$ cat src/rtl/prog_seq_detector.sv
// Programmable multi-pattern serial sequence detector: NPAT runtime-loadable
// patterns matched against one shared bit history, with hit pulses and counters.
module prog_seq_detector #(
  parameter  int NPAT   = 2,
  parameter  int MAXLEN = 8,
  parameter  int CNTW   = 8,
  localparam int IW     = (NPAT > 1) ? $clog2(NPAT) : 1,
  localparam int LW     = $clog2(MAXLEN + 1),
  localparam int YW     = $clog2(NPAT + 1)
) (
  input  logic                 clk,
  input  logic                 rst,
  input  logic                 x_valid,
  input  logic                 x,
  input  logic                 cfg_we,
  input  logic [IW-1:0]        cfg_idx,
  input  logic [MAXLEN-1:0]    cfg_pattern,
  input  logic [LW-1:0]        cfg_len,
  input  logic                 cfg_overlap,
  input  logic                 clr_cnt,
  output logic [NPAT-1:0]      hit,
  output logic [YW-1:0]        y,
  output logic [NPAT*CNTW-1:0] hit_count
);

  logic [MAXLEN-1:0] hist_q, hist_d;
  logic [MAXLEN-1:0] pat_q  [NPAT];
  logic [MAXLEN-1:0] pat_d  [NPAT];
  logic [LW-1:0]     len_q  [NPAT];
  logic [LW-1:0]     len_d  [NPAT];
  logic [LW-1:0]     fill_q [NPAT];
  logic [LW-1:0]     fill_d [NPAT];
  logic [CNTW-1:0]   cnt_q  [NPAT];
  logic [CNTW-1:0]   cnt_d  [NPAT];
  logic [NPAT-1:0]   ovl_q, ovl_d;
  logic [NPAT-1:0]   hit_q, hit_d;
  logic [YW-1:0]     y_q, y_d;

  // Only the low len bits of a pattern take part in the compare.
  function automatic logic [MAXLEN-1:0] len_mask(input logic [LW-1:0] len);
    logic [MAXLEN-1:0] m;
    for (int b = 0; b < MAXLEN; b++) m[b] = (b < int'(len));
    return m;
  endfunction

  // NOTE: every signal written here gets a default first, so no path leaves
  // it unassigned and no latch is inferred.
  always_comb begin
    hist_d = x_valid ? {hist_q[MAXLEN-2:0], x} : hist_q;
    ovl_d  = ovl_q;
    hit_d  = '0;
    y_d    = '0;
    for (int i = 0; i < NPAT; i++) begin
      pat_d[i]  = pat_q[i];
      len_d[i]  = len_q[i];
      fill_d[i] = fill_q[i];
      cnt_d[i]  = cnt_q[i];
      if (cfg_we && (cfg_idx == IW'(i))) begin
        pat_d[i]  = cfg_pattern;
        len_d[i]  = cfg_len;
        ovl_d[i]  = cfg_overlap;
        fill_d[i] = '0;
        cnt_d[i]  = '0;
      end else if ((len_q[i] == '0) || (len_q[i] > LW'(MAXLEN))) begin
        fill_d[i] = '0;
      end else if (x_valid) begin
        // fill_q counts earlier fresh bits; the bit arriving now makes fill_q+1.
        hit_d[i] = ((LW+1)'(fill_q[i]) + (LW+1)'(1) >= (LW+1)'(len_q[i])) &&
                   (((hist_d ^ pat_q[i]) & len_mask(len_q[i])) == '0);
        if (hit_d[i] && !ovl_q[i])          fill_d[i] = '0;
        else if (fill_q[i] != LW'(MAXLEN))  fill_d[i] = fill_q[i] + LW'(1);
        if (hit_d[i] && (cnt_q[i] != '1))   cnt_d[i]  = cnt_q[i] + CNTW'(1);
      end
      if (clr_cnt) cnt_d[i] = '0;
    end
    for (int i = NPAT - 1; i >= 0; i--) begin
      if (hit_d[i]) y_d = YW'(i + 1);
    end
  end

  // NOTE: state registers use non-blocking assignments so every flop samples
  // the pre-edge values regardless of statement order.
  always_ff @(posedge clk) begin
    if (rst) begin
      hist_q <= '0;
      ovl_q  <= '0;
      hit_q  <= '0;
      y_q    <= '0;
      // NOTE: the slot config arrays are small flop banks, not RAM, and must
      // come out of reset disabled, so they are reset like any other state.
      for (int i = 0; i < NPAT; i++) begin
        pat_q[i]  <= '0;
        len_q[i]  <= '0;
        fill_q[i] <= '0;
        cnt_q[i]  <= '0;
      end
    end else begin
      hist_q <= hist_d;
      ovl_q  <= ovl_d;
      hit_q  <= hit_d;
      y_q    <= y_d;
      for (int i = 0; i < NPAT; i++) begin
        pat_q[i]  <= pat_d[i];
        len_q[i]  <= len_d[i];
        fill_q[i] <= fill_d[i];
        cnt_q[i]  <= cnt_d[i];
      end
    end
  end

  assign hit = hit_q;
  assign y   = y_q;

  for (genvar g = 0; g < NPAT; g++) begin : g_cnt
    assign hit_count[g*CNTW +: CNTW] = cnt_q[g];
  end

endmodule

$ cat config.mk
export PLATFORM = sky130hd
export DESIGN_NAME = prog_seq_detector
export DESIGN_NICKNAME = d
export VERILOG_FILES = /design/src/rtl/prog_seq_detector.sv
export SDC_FILE = /design/constraint.sdc
export NUM_CORES = 1
export LEC_CHECK = 0
export CELL_PAD_IN_SITES_DETAIL_PLACEMENT = 1
export CELL_PAD_IN_SITES_GLOBAL_PLACEMENT = 1
export CORE_MARGIN = 3
export CORE_UTILIZATION = 42
export CTS_CLUSTER_DIAMETER = 50
export CTS_CLUSTER_SIZE = 25
export DETAILED_ROUTE_END_ITERATION = 12
export GPL_TIMING_DRIVEN = 0
export PLACE_DENSITY_LB_ADDON = 0.15
export SLEW_MARGIN = 10
export SYNTH_ARGS = -nofsm -noshare
export SYNTH_HDL_FRONTEND = slang
export SYNTH_SLANG_ARGS = --single-unit
$ cat constraint.sdc
create_clock -name clk -period 6.7 [get_ports clk]
set_input_delay 1.34 -clock clk [delete_from_list [all_inputs] [get_ports clk]]
set_output_delay 1.34 -clock clk [all_outputs]
set_load 0.03 [all_outputs]
* Yosys cells after proc, flatten, opt, wreduce, memory -nomap -nowiden
Memories as Yosys holds them, arrays and structs flattened.
Cells that the tools add are included.
** Word-level totals
- Memories :: 4
- RAM bits :: 48
- Output and inout bits :: 20
- Register bits :: 14
- Input bits :: 20
** Memories
- cnt_q :: words 2, width 8, read ports 2, clocked after memory_dff 0, write ports 2, line 33 : logic [CNTW-1:0] cnt_q [NPAT];
- pat_q :: words 2, width 8, read ports 2, clocked after memory_dff 0, write ports 2, line 27 : logic [MAXLEN-1:0] pat_q [NPAT];
- fill_q :: words 2, width 4, read ports 2, clocked after memory_dff 0, write ports 2, line 31 : logic [LW-1:0] fill_q [NPAT];
- len_q :: words 2, width 4, read ports 2, clocked after memory_dff 0, write ports 2, line 29 : logic [LW-1:0] len_q [NPAT];
** Operators by class
- Add/subtract/negate cells :: 6
- Eq/ne operators :: 4
- Bitwise logic cells :: 13
- Muxes and demuxes :: 44
- Reductions and logical operators :: 17
- Order comparisons :: 20
** Operators with widths (count)
- 2-to-1 mux 8 bit :: 17
- 2-to-1 mux 4 bit :: 16
- < comparator 3 x 4 -> 1 bit (first input constant) :: 8
- adder 8 x 1 -> 8 bit (second input constant) :: 2
- bitwise AND 8 bit :: 2
- zero test 8 bit :: 2
- < comparator 1 x 4 -> 1 bit (first input constant) :: 4
- < comparator 2 x 4 -> 1 bit (first input constant) :: 4
- inequality test 8 bit (second input constant) :: 2
- XOR 8 bit :: 2
- adder 4 x 1 -> 5 bit (second input constant) :: 2
- greater-or-equal comparator 5 x 4 -> 1 bit :: 2
- 2-to-1 mux 1 bit :: 10
- adder 4 x 1 -> 4 bit (second input constant) :: 2
- greater-than comparator 4 bit (second input constant) :: 2
- logical AND 1 bit :: 8
- zero test 4 bit :: 2
- inequality test 4 bit (second input constant) :: 2
- bitwise OR 1 bit :: 8
- zero test 1 bit :: 2
- logical OR 1 bit :: 2
- 2-to-1 mux 2 bit :: 1
- OR reduction 2 bit :: 1
- inverter 1 bit :: 1

* Logic depth before layout (Yosys ltp)
- Depth after elaboration :: 12
- Mapped depth :: 12
- Depth with buffers taken out :: 9

* Worst setup path before layout
No wires, ideal clock.
- Path type :: in2reg
- Start :: input x_valid
- End :: memory cnt_q[1][4] (netlist: cnt_q[0][12])
- Buffers on the path :: 3
- Arrival :: 3505 ps
- Stages :: 10
- Data required time :: 6630 ps
- Slack :: 3125 ps
- Cell sequence :: buf_6 > buf_8 > mux2i_4 > mux2i_1 > nor4_1 > nand3_1 > or4_1 > buf_2 > or4_1 > a21oi_1
** RTL lines
- from (decl) :: line 13 : input logic x_valid,
- to (decl) :: line 33

==> results.md <==
* Max-cap viol count at 0
* Setup TNS at 0 ps
* Layout cells sized above 1 at 0.0560
* Worst path slowest cell: mux2i_1
* Die area at approximately 0.0088 mm²
* YS warnings at 0
* # diodes at 0
* Avg Vias per Cell at 5.54
* Remaining Overflow, GRT at 0
* Most frequent cells in the layout: nand2_1 (79), dfxtp_1 (61), a21oi_1 (44), clkdlybuf4s50_1 (38), clkbuf_1 (20)
* Nets at 493
* Sink Count at 61
* Final Skew at about 15 ps
* Post-CTS Setup Bufs at 0
* Max-slew violation count at 0
* Avg WL per Cell at 16.5 µm
* # H-tree levels at 3
* Global-route wire length before repair at 15.5 mm
* Resize count post-CTS at 0
* Req. time, crit path at 6900 ps
* Number of flops mapped to enable cells by yosys at 0
* Clock Pin Slew Worst Setup and Hold Paths at 80 ps
* Root Buffer: clkbuf_8
* Routed WL at 9.28 mm
* Hold buffers post-CTS at 0
* Synth async-reset ratio at 0
* R2R Path End: cnt_q[0][13]$_SDFFE_PP0P_
* IO Port Bufs at 38
* Via count at 3118
* Synth Register Bits at 61
* Clk buf depth at 2
* Vias in the first global route at 3162
* Post-Syn Nets at between 400 and 500
* Area Overhead vs Synth at 21.3%
* Num CTS Buffers at 9
* Crit path from: x_valid
* Fin crit share at 0.561
* Seq/Total Area, Yosys at 0.375
* CTS tree: done
* Final Util at 0.536
* CP peak stage delay at roughly 540 ps
* Worst path depth at 11
* CP arrival at ~4000 ps
* FF-to-FF setup slack at 3580 ps
* Antenna Violating Nets Remaining at 0
* Critical path class: input port to flip-flop
* DR pass1 iterations at 4
* Worst-margin pin slew at between 600 and 700 ps
* Placeable Area at 0.00737 mm²
* GP Congestion at between 0.8 and 0.9
* Antenna violations before repair at 0
* Relative slew slack at 0.543
* Critical path fanouts, max at 10
* Starting DRT DRC Count at 86
* Worst reg2reg startpoint: fill_q[0][6]$_SDFFE_PP0P_
* Post-synth cell types at 46
* Top delay family on crit path: simple AND/OR/NAND/NOR gates
* Critical Path End: cnt_q[0][1]$_SDFFE_PP0P_
* Worst reg2reg path depth at 12
* Chip width at 94.0 µm
* Initial Utilization at 0.442
* Die height at 94.0 µm
* Maximum vdd drop at 0.000103 V
* Critical path launch point type: input port
* Class of the worst hold path: flip-flop to flip-flop
* Hpwl dp at 7.02 mm
* Largest net degree at the start of global routing at 12
* Most common cell after layout, fill and taps aside: nand2_1
* Power per cell area at 204 mW/mm²
* WP buf/inv at 4
* Row cnt at 31
* RSZ-0062 raised after global routing: false
* Final setup viols at 0
* CP Capture Type: flip-flop
* Max Freq at about 0.27 GHz
* Post-synth top flop: dfxtp_1
* Ports at 40
* Min Clock Period, post-route at 3760 ps
* Cells along the critical path: buf_6, buf_8, mux2i_1, xnor2_1, nor4_1, a21oi_1, or4_1, buf_2, clkbuf_1, o211ai_1, o31ai_1
* Synthesized area at 0.00325 mm²
* Pleak at about 1.4 nW
* Skew-Pair Late Insertion Delay at 350 ps
* Final hold vios at 0
* DRC errors left at 0
* Avg Synthesized Cell Area at roughly 8 µm²
* Status: finished, final reports clean
* Post-Synthesis Cells at 410
* Total global-route track usage at 0.221
-- worst register-to-register path, delay by kind of cell (launching register included) --
kind / cells / cell delay (ps)
AO/OA/AOI/OAI: 4 / 730
flip-flops: 1 / 310
XOR/XNOR: 1 / 180
adder cells (fa/ha/maj): 1 / 290
AND/OR/NAND/NOR: 3 / 780
buffers and inverters: 3 / 700
-- registers in the layout, indices dropped and copies added (netlist names) --
register,cells
pat_q,16
len_q,8
cnt_q,16
fill_q,8
hist_q,8
ovl_q,2
hit,2
y,1
-- worst min-delay path by stage --
| stage | startpoint | endpoint | slack, ps | cells after the start |
|---|---|---|---|---|
| 2_1_floorplan | pat_q[0][12]$_SDFFE_PP0P_ | pat_q[0][12]$_SDFFE_PP0P_ | 440 | 2 |
| 3_3_place_gp | pat_q[0][12]$_SDFFE_PP0P_ | pat_q[0][12]$_SDFFE_PP0P_ | 450 | 2 |
| 3_5_place_dp | pat_q[0][12]$_SDFFE_PP0P_ | pat_q[0][12]$_SDFFE_PP0P_ | 460 | 2 |
| 4_1_cts | pat_q[0][12]$_SDFFE_PP0P_ | pat_q[0][12]$_SDFFE_PP0P_ | 470 | 2 |
| 5_1_grt | pat_q[0][12]$_SDFFE_PP0P_ | pat_q[0][12]$_SDFFE_PP0P_ | 500 | 2 |
| 6_report | pat_q[0][12]$_SDFFE_PP0P_ | pat_q[0][12]$_SDFFE_PP0P_ | 470 | 2 |
-- synth_stat cells (10+ instances only) --
| master | instances | area [µm²] |
|---|---|---|
| o21ai_0 | 11 | 55.1 |
| a21oi_1 | 44 | 220 |
| inv_1 | 13 | 48.8 |
| nand2_1 | 79 | 297 |
| clkbuf_1 | 20 | 75.1 |
| dfxtp_1 | 61 | 1220 |
| nor2_1 | 18 | 67.6 |
| nand3_1 | 17 | 85.1 |
| ha_1 | 14 | 175 |
| xnor2_1 | 10 | 87.6 |
-- per-layer routing --
metal	GRT usage	up-vias	wire length, µm
met4	0.0842	0	182
met2	0.361	44	4390
li1	-	1538	-
met5	0	-	0
met3	0.0321	18	192
met1	0.295	1518	4510
-- power by group --
group | leakage, nW | internal, mW | total, mW | switching (mW)
Combinational | 0.817 | 0.0413 | 0.102 | 0.0610
Sequential | 0.495 | 0.372 | 0.381 | 0.00943
Clock | 0.0987 | 0.170 | 0.324 | 0.154
-- stage by stage --
step	setup slack [ps]	total power [mW]	hold slack (ps)	instance area, µm²	instances
after floorplan	3120	0.452	436	3250	410
after global placement	2680	0.488	454	3760	547
after detailed placement	2620	0.492	457	3760	547
after CTS	2980	0.814	468	3950	563
after global routing	2760	0.843	501	3950	563
final	2940	0.807	465	3950	563
-- layout make-up --
cell class	count	area, µm²
Timing Repair Buffer	38	380
Fill cell	930	3420
Buffer	27	126
Clock buffer	9	124
Clock inverter	7	66.3
Inverter	13	48.8
Sequential cell	61	1220
Multi-Input combinational cell	309	1860
Tap cell	99	124
-- logic make-up (layout without fill, tap and decap cells) --
logic type	after synthesis	count (layout)	synth area share
compound gates	100	100	0.184
mux	12	12	0.0469
fa+ha+maj	14	14	0.0538
flops	61	61	0.375
buf+inv	40	94	0.0538
xor+xnor	17	17	0.0458
simple gates	166	166	0.240
(Power assumes the default switching activity.)
